**src/rtl/branch_predictor.sv**
```systemverilog
// Direct-mapped tagged branch history table with 2-bit saturating counters and perf counters.
// Optional macro BRANCH_BYPASS_EN forwards a same-cycle update to the lookup path.
module branch_predictor #(
  parameter int PC_WIDTH = 32,
  parameter int LINES    = 8,
  parameter int CNT_W    = 32
) (
  input  logic                clk,
  input  logic                rst_n,
  input  logic [PC_WIDTH-1:0] pc_fd,
  input  logic                fd_is_branch,
  output logic                pred_taken,
  input  logic [PC_WIDTH-1:0] pc_x,
  input  logic                x_is_branch,
  input  logic                br_taken,
  input  logic                mispredict,
  input  logic                stall,
  output logic [CNT_W-1:0]    br_count,
  output logic [CNT_W-1:0]    mispred_count
);

  localparam int IDX_W = $clog2(LINES);
  localparam int TAG_W = PC_WIDTH - 2 - IDX_W;

  logic [LINES-1:0] valid_reg;
  logic [TAG_W-1:0] tag_reg [LINES];
  logic [1:0]       ctr_reg [LINES];

  logic [IDX_W-1:0] idx_fd;
  logic [IDX_W-1:0] idx_x;
  logic [TAG_W-1:0] tag_fd;
  logic [TAG_W-1:0] tag_x;
  logic             upd;
  logic             hit_x;
  logic [1:0]       ctr_cur;
  logic [1:0]       ctr_next;
  logic             look_valid;
  logic [TAG_W-1:0] look_tag;
  logic [1:0]       look_ctr;
  logic             unused_pc_bits;

  assign idx_fd = pc_fd[2 +: IDX_W];
  assign tag_fd = pc_fd[PC_WIDTH-1 : 2+IDX_W];
  assign idx_x  = pc_x[2 +: IDX_W];
  assign tag_x  = pc_x[PC_WIDTH-1 : 2+IDX_W];
  assign unused_pc_bits = ^{pc_fd[1:0], pc_x[1:0]};

  assign upd     = x_is_branch & ~stall;
  assign ctr_cur = ctr_reg[idx_x];
  assign hit_x   = valid_reg[idx_x] && (tag_reg[idx_x] == tag_x);

  // Hits move the counter one step; misses allocate in the weak state of the outcome.
  always_comb begin
    ctr_next = ctr_cur;
    if (hit_x) begin
      if (br_taken) begin
        ctr_next = (ctr_cur == 2'b11) ? 2'b11 : ctr_cur + 2'd1;
      end else begin
        ctr_next = (ctr_cur == 2'b00) ? 2'b00 : ctr_cur - 2'd1;
      end
    end else begin
      ctr_next = br_taken ? 2'b10 : 2'b01;
    end
  end

  generate
    for (genvar gi = 0; gi < LINES; gi++) begin : g_entry
      always_ff @(posedge clk or negedge rst_n) begin
        if (!rst_n) begin
          valid_reg[gi] <= 1'b0;
          tag_reg[gi]   <= '0;
          ctr_reg[gi]   <= 2'b00;
        end else if (upd && (idx_x == IDX_W'(gi))) begin
          valid_reg[gi] <= 1'b1;
          tag_reg[gi]   <= tag_x;
          ctr_reg[gi]   <= ctr_next;
        end
      end
    end
  endgenerate

`ifdef BRANCH_BYPASS_EN
  logic bypass;
  assign bypass     = upd && (idx_x == idx_fd);
  assign look_valid = bypass ? 1'b1     : valid_reg[idx_fd];
  assign look_tag   = bypass ? tag_x    : tag_reg[idx_fd];
  assign look_ctr   = bypass ? ctr_next : ctr_reg[idx_fd];
`else
  assign look_valid = valid_reg[idx_fd];
  assign look_tag   = tag_reg[idx_fd];
  assign look_ctr   = ctr_reg[idx_fd];
`endif

  assign pred_taken = fd_is_branch & look_valid & (look_tag == tag_fd) & look_ctr[1];

  // Perf counters stop at all-ones rather than wrapping.
  always_ff @(posedge clk or negedge rst_n) begin
    if (!rst_n) begin
      br_count      <= '0;
      mispred_count <= '0;
    end else if (upd) begin
      if (br_count != {CNT_W{1'b1}}) begin
        br_count <= br_count + CNT_W'(1);
      end
      if (mispredict && (mispred_count != {CNT_W{1'b1}})) begin
        mispred_count <= mispred_count + CNT_W'(1);
      end
    end
  end

endmodule

```
**config.mk**
```make
export PLATFORM = sky130hd
export DESIGN_NAME = branch_predictor
export DESIGN_NICKNAME = d
export VERILOG_FILES = /design/src/rtl/branch_predictor.sv
export SDC_FILE = /design/constraint.sdc
export NUM_CORES = 1
export LEC_CHECK = 0
export ABC_CLOCK_PERIOD_IN_PS = 7100
export BUFFER_PORTS_ARGS = -buffer_cell sky130_fd_sc_hd__buf_4
export CAP_MARGIN = 20
export CORE_MARGIN = 2
export CORE_UTILIZATION = 57
export CTS_BUF_LIST = sky130_fd_sc_hd__clkbuf_4 sky130_fd_sc_hd__clkbuf_8
export DETAILED_ROUTE_END_ITERATION = 7
export GPL_ROUTABILITY_DRIVEN = 0
export GPL_TIMING_DRIVEN = 0
export PLACE_DENSITY_LB_ADDON = 0.2
export SETUP_SLACK_MARGIN = 0.02
export SYNTH_ARGS = -nofsm -noshare
export SYNTH_HDL_FRONTEND = slang
export SYNTH_SLANG_ARGS = --single-unit
export TNS_END_PERCENT = 20
```
**constraint.sdc**
```tcl
create_clock -name clk -period 7.1 [get_ports clk]
set_input_delay 0.71 -clock clk [delete_from_list [all_inputs] [get_ports clk]]
set_output_delay 0.71 -clock clk [all_outputs]
set_load 0.01 [all_outputs]
```
==> impl_metrics.env, run 1 <==
export IMPL_synth_edf_count=0
export IMPL_startpoint="pc_fd[3]"
export IMPL_endpoint_kind="output pin"
export IMPL_skew_ns=0.0320
export IMPL_ioPinCount=136
export IMPL_powerDensity_mw_per_mm2=278
export IMPL_worstReg2RegEnd="ctr_reg[4]$_DFFE_PN0P_"
export IMPL_start_kind="input port"
export IMPL_cts_num_sinks=304
export IMPL_clkPwrFrac=0.322
export IMPL_max_vdd_ir_drop_mv=0.166
export IMPL_fin_tns_setup_ns=0
export IMPL_final_cell_mix="nand2_1 (385), dfrtp_1 (304), mux2_2 (128), buf_4 (107), mux4_2 (82)"
export IMPL_root_buffer="clkbuf_8"
export IMPL_layout_min_cycle_time_ns=5.61
export IMPL_io_buffer_count=99
export IMPL_diodes=0
export IMPL_grt_ovfl_total=0
export IMPL_viasPerCell=6.29
export IMPL_wl_per_cell_um=25.0
export IMPL_synth_flop_cell="dfrtp_1"
export IMPL_coreArea_sq_mm=0.0279
export IMPL_syn_area_sq_mm=0.0162
export IMPL_clockBufferDepth=3
export IMPL_critPathRequiredTime_ns=6.39
export IMPL_htree_levels=2
export IMPL_fill_cells=2147
export IMPL_worst_pin_slew_ns=1.20
export IMPL_yosysWarnings=0
export IMPL_syn_to_final_growth_pct=14.7
export IMPL_synth_seq_cells=304
export IMPL_setup_viol=0
export IMPL_drt_iter0_markers=1475
export IMPL_grt_max_degree=105
export IMPL_regToRegSetupSlack_ns=4.07
export IMPL_netlist_instances=1453
export IMPL_seq_power_share=0.455
export IMPL_post_cts_buffers=0
export IMPL_drt_wl_total_um=50600
export IMPL_final_nets=1681
export IMPL_ys_async_sr_fraction=1.00
export IMPL_cts_resized=0
export IMPL_rr_startpoint="tag_reg[154]$_DFFE_PN0P_"
export IMPL_r2r_cells=10
export IMPL_rows=61
export IMPL_initial_core_util=0.580
export IMPL_die_x_um=172
export IMPL_finalPower_mw=5.16
export IMPL_cts_tree="built"
export IMPL_dpl_hpwl_um=33600
export IMPL_firstDrtPassIters=5
export IMPL_slew_headroom=0.200
export IMPL_cts_hold_buf=0
export IMPL_p_sw_mw=1.58
export IMPL_drc=0
export IMPL_p_leak_nw=8.61
export IMPL_final_common_cell="nand2_1"
export IMPL_hp_class="input port to asynchronous set/reset pin"
export IMPL_cap_viol_max_count=0
export IMPL_drv_slew=0
export IMPL_p_int_mw=3.58
export IMPL_crit_path_max_fanout=10
export IMPL_drive_above_1_share=0.270
export IMPL_grt_pass1_vias=12704
export IMPL_synth_cell_type_count=62
export IMPL_ys_seq_area_frac=0.471
export IMPL_crit_arrival_ns=4.90
export IMPL_fin_crit_sh=0.790
export IMPL_die_area_sq_mm=0.0297
export IMPL_timing_fmax_ghz=0.178
export IMPL_pwr_share_comb=0.223
export IMPL_largest_reg_flops=216
export IMPL_synth_area_per_cell_sq_um=11.1
export IMPL_syn_nets=1526
export IMPL_die_y_um=172
export IMPL_worstSetupPathType="input port to output pin"
export IMPL_cts_buffers=51
export IMPL_hold_viol=0
export IMPL_path_clk_slew_ns=0.06
export IMPL_insertion_delay_ns=0.60
export IMPL_antenna_found_initial=1
export IMPL_rsz0062_at_grt="no"
export IMPL_vias=12725
export IMPL_grt_use_total=0.350
export IMPL_swShare=0.306
export IMPL_grt_pass1_wl_um=75900
export IMPL_status="completed"
export IMPL_postRouteAntennaNets=0
==> critical path, stage by stage <==
cell and delay, ns:
clkbuf_1 0.58, clkbuf_1 0.79, clkbuf_1 0.72, mux4_2 0.41
mux2i_1 0.36, xor2_1 0.29, nand4_1 0.24, nor4_1 0.55
buf_4 0.23
==> synth_stat cells (all sizes together), types with 2 or more instances <==
master | n | area (sq um)
a211oi | 6 | 45.0
a21oi | 10 | 50.1
a221oi | 6 | 58.8
a22o | 5 | 43.8
a22oi | 6 | 45.0
a31oi | 6 | 37.5
a41o | 2 | 20.0
and2 | 6 | 37.5
and3 | 13 | 81.3
and4 | 4 | 35.0
buf | 46 | 263
clkbuf | 61 | 229
dfrtp | 304 | 7610
ha | 2 | 25.0
inv | 6 | 22.5
mux2 | 128 | 1440
mux2i | 73 | 743
mux4 | 82 | 1850
nand2 | 386 | 1450
nand2b | 12 | 75.1
nand3 | 39 | 195
nand4 | 23 | 150
nor2 | 37 | 141
nor2b | 4 | 25.0
nor3 | 14 | 75.1
nor4 | 5 | 52.6
o211ai | 2 | 15.0
o21ai | 14 | 70.1
o22ai | 18 | 113
o32ai | 2 | 17.5
or2 | 2 | 12.5
xnor2 | 72 | 631
xor2 | 43 | 377
==> logic make-up (layout without fill, tap and decap cells) <==
group / Yosys count / after routing / share of synthesized area
AO/OA/AOI/OAI: 88 / 88 / 0.0377
multiplexers: 283 / 283 / 0.250
flip-flops: 304 / 304 / 0.471
buffers and inverters: 113 / 306 / 0.0318
adder cells (fa/ha/maj): 2 / 2 / 0.00155
XOR/XNOR: 115 / 115 / 0.0623
AND/OR/NAND/NOR: 548 / 548 / 0.146
==> power by group through the flow <==
| stage | clock (mW) | combinational [mW] | sequential (mW) |
|---|---|---|---|
| final | 1.66 | 1.15 | 2.35 |
| after floorplan | 0 | 0.798 | 2.29 |
| after detailed placement | 0 | 1.13 | 2.36 |
| after CTS | 1.67 | 1.13 | 2.34 |
| after global placement | 0 | 1.09 | 2.34 |
| after global routing | 1.75 | 1.24 | 2.39 |
==> through the flow <==
stage | instance area [sq um] | instances | util | setup WS, ns | hold WS [ns]
4_1_cts | 18500 | 2024 | 0.665 | 1.70 | 0.212
6_report | 18500 | 2024 | 0.665 | 1.49 | 0.188
5_1_grt | 18500 | 2024 | 0.665 | 1.64 | 0.253
3_5_place_dp | 17500 | 1933 | 0.626 | 1.71 | 0.474
2_1_floorplan | 16200 | 1453 | - | 3.44 | 0.414
3_3_place_gp | 17400 | 1930 | 0.624 | 1.65 | 0.472
==> layer usage <==
layer	vias up	GRT usage	wire length, um
met1	6246	0.457	19000
met2	841	0.525	22500
met5	-	0	16
li1	5404	-	-
met4	2	0.208	3280
met3	232	0.0945	5820
==> worst max-delay path by stage <==
stage | end | cells past startpoint
floorplan | pred_taken | 8
global placement | pred_taken | 9
detailed placement | pred_taken | 9
CTS | pred_taken | 9
global route | pred_taken | 9
finish | pred_taken | 9
==> area by class of cell <==
cell class              instances  area [sq um]  share of cell area
repair buffers                102           821              0.0443
flip-flops and latches        304          7610               0.410
clock buffers                  82          1030              0.0555
clock inverters                 9          58.8             0.00317
multi-input cells            1036          8040               0.433
inverters                       6          22.5             0.00121
plain buffers                 107           492              0.0265
well taps                     378           473              0.0255
(Power assumes the default switching activity.)
==> run 2: changes to the inputs <==
ABC_CLOCK_PERIOD_IN_PS = 4800   (was 7100)
CORE_UTILIZATION = 56   (was 57)
clock period = 4.8 ns   (was 7.1 ns; I/O delays follow)
==> impl_metrics.env, run 2 (same netlist as run 1, synthesis figures left out) <==
export IMPL_die_area_sq_mm=0.0302
export IMPL_fin_ws_ns=0.144
export IMPL_syn_to_final_growth_pct=15.0
export IMPL_crit_chain="clkbuf_1 > clkbuf_2 > clkbuf_1 > mux4_2 > mux2i_1 > xor2_1 > nand4_1 > nor4_1 > buf_4"
export IMPL_layout_min_cycle_time_ns=4.66
export IMPL_max_vdd_ir_drop_mv=0.312
export IMPL_grt_pass1_vias=12624
export IMPL_viasPerCell=6.30
export IMPL_wl_per_cell_um=25.1
export IMPL_timing_fmax_ghz=0.215
export IMPL_worstSetupPathType="input port to output pin"
export IMPL_initial_core_util=0.566
export IMPL_antenna_found_initial=1
export IMPL_firstDrtPassIters=5
export IMPL_regToRegSetupSlack_ns=1.79
export IMPL_largest_reg_flops=216
export IMPL_io_buffer_count=99
export IMPL_final_nets=1683
export IMPL_cp_slowest_stage_delay_ns=0.70
export IMPL_dpl_cell_area_sq_mm=0.0175
export IMPL_die_y_um=174
export IMPL_clkPwrFrac=0.326
export IMPL_swShare=0.302
export IMPL_min_from="pc_x[16]"
export IMPL_worst_pin_slew_ns=1.23
export IMPL_crit_arrival_ns=4.18
export IMPL_grt_max_degree=114
export IMPL_holdPathStages=3
export IMPL_final_cell_count_no_fill=2028
export IMPL_p_int_mw=5.37
export IMPL_drt_iter0_markers=1425
export IMPL_r2r_cells=10
export IMPL_fin_crit_sh=0.970
export IMPL_grt_ovfl_total=0
export IMPL_htree_levels=2
export IMPL_path_delay_family="buffers and inverters"
export IMPL_slew_headroom=0.182
export IMPL_ioPinCount=136
export IMPL_root_buffer="clkbuf_8"
export IMPL_post_route_util=0.651
export IMPL_critPathRequiredTime_ns=4.32
export IMPL_dp_cells=1939
export IMPL_whs_ns=0.256
export IMPL_endpoint_kind="output pin"
export IMPL_crit_buf_inv=4
export IMPL_seq_power_share=0.452
export IMPL_drc=0
export IMPL_rsz0062_at_grt="no"
export IMPL_hold_end="tag_reg[119]$_DFFE_PN0P_"
export IMPL_vias=12786
export IMPL_crit_slowest_cell="clkbuf_1"
export IMPL_clockBufferDepth=3
export IMPL_postRouteAntennaNets=0
export IMPL_path_clk_slew_ns=0.06
export IMPL_rr_startpoint="tag_reg[16]$_DFFE_PN0P_"
export IMPL_cap_viol_max_count=0
export IMPL_dp_slack_ns=0.0422
export IMPL_finalPower_mw=7.70
export IMPL_final_cell_mix="nand2_1 (385), dfrtp_1 (304), mux2_2 (128), buf_4 (107), mux4_2 (82)"
export IMPL_grt_pass1_wl_um=76700
export IMPL_status="completed"
export IMPL_worstReg2RegEnd="ctr_reg[4]$_DFFE_PN0P_"
export IMPL_rows=62
export IMPL_cts_buffers=52
export IMPL_grt_use_total=0.338
export IMPL_skew_ns=0.0203
export IMPL_setup_viol=0
export IMPL_final_common_cell="nand2_1"
export IMPL_fin_area_sq_mm=0.0186
export IMPL_hold_viol=0
export IMPL_coreArea_sq_mm=0.0285
export IMPL_drive_above_1_share=0.268
export IMPL_hp_class="input port to flip-flop"
export IMPL_pwr_share_comb=0.222
export IMPL_insertion_delay_ns=0.60
export IMPL_cts_tree="built"
export IMPL_drt_wl_total_um=50900
export IMPL_critPathMostFrequentCell="clkbuf_1"
export IMPL_dpl_hpwl_um=33700
export IMPL_fin_tns_setup_ns=0
export IMPL_start_kind="input port"
export IMPL_p_sw_mw=2.33
export IMPL_crit_path_max_fanout=10
export IMPL_drv_slew=0
export IMPL_cts_num_sinks=304
export IMPL_die_x_um=174
export IMPL_p_leak_nw=8.62
export IMPL_powerDensity_mw_per_mm2=414
==> run 2: cell types whose count changed in the layout (fill, tap and decap cells not counted), sizes merged <==
cell and delta:
bufinv +2, inv -2, diode +1, clkinvlp +1, clkinv -1, dlygate4sd3 +1, clkbuf -4
==> run 2: worst max-delay path by stage <==
stage | to | from | slack, ns | cells past startpoint
2_1_floorplan | pred_taken | pc_fd[2] | 1.60 | 8
3_3_place_gp | pred_taken | pc_fd[3] | -0.06 | 9
3_5_place_dp | pred_taken | pc_fd[3] | 0.04 | 9
4_1_cts | pred_taken | pc_fd[3] | 0.04 | 9
5_1_grt | pred_taken | pc_fd[3] | 0.21 | 9
6_report | pred_taken | pc_fd[3] | 0.14 | 9
==> run 2: cell type report <==
| cell class | instances | area [sq um] |
|---|---|---|
| timing repair buffer | 103 | 831 |
| antenna | 1 | 2.50 |
| buffer | 107 | 493 |
| clock inverter | 9 | 101 |
| fill | 2323 | 9970 |
| tap | 384 | 480 |
| clock buffer | 78 | 1000 |
| sequential | 304 | 7610 |
| multi-input combinational | 1036 | 8040 |
| inverter | 6 | 22.5 |
==> run 2: worst reg2reg max path, stage by stage, from the launching register on <==
cell      delay [ns]
dfrtp_1         0.39
mux4_2          0.49
nor2_1          0.12
a221oi_1        0.07
xnor2_1         0.42
nand4_1         0.26
nor4_4          0.46
and3_1          0.25
or2_1           0.10
buf_2           0.17
o21ai_0         0.11
==> run 2: timing repair <==
action / 4_1_cts / 5_1_grt
buffers inserted: 0 / 0
hold endpoints to repair: 95 / 0
setup endpoints to repair: 0 / 1
hold buffers: 1 / 0
resized for setup: 0 / 2
==> run 2: per-layer routing <==
layer / part of all wire / GRT usage / routed length [um]
met1: 0.38 / 0.450 / 19500
met2: 0.45 / 0.517 / 23000
met3: 0.10 / 0.0763 / 5230
met4: 0.063 / 0.193 / 3220
met5: 0 / 0 / 0
==> run 2: power groups by stage <==
stage          sequential (mW)  combinational (mW)  clock, mW
6_report                  3.48                1.71       2.51
3_5_place_dp              3.50                1.67          0
3_3_place_gp              3.46                1.62          0
2_1_floorplan             3.38                1.18          0
4_1_cts                   3.46                1.68       2.53
5_1_grt                   3.53                1.84       2.65
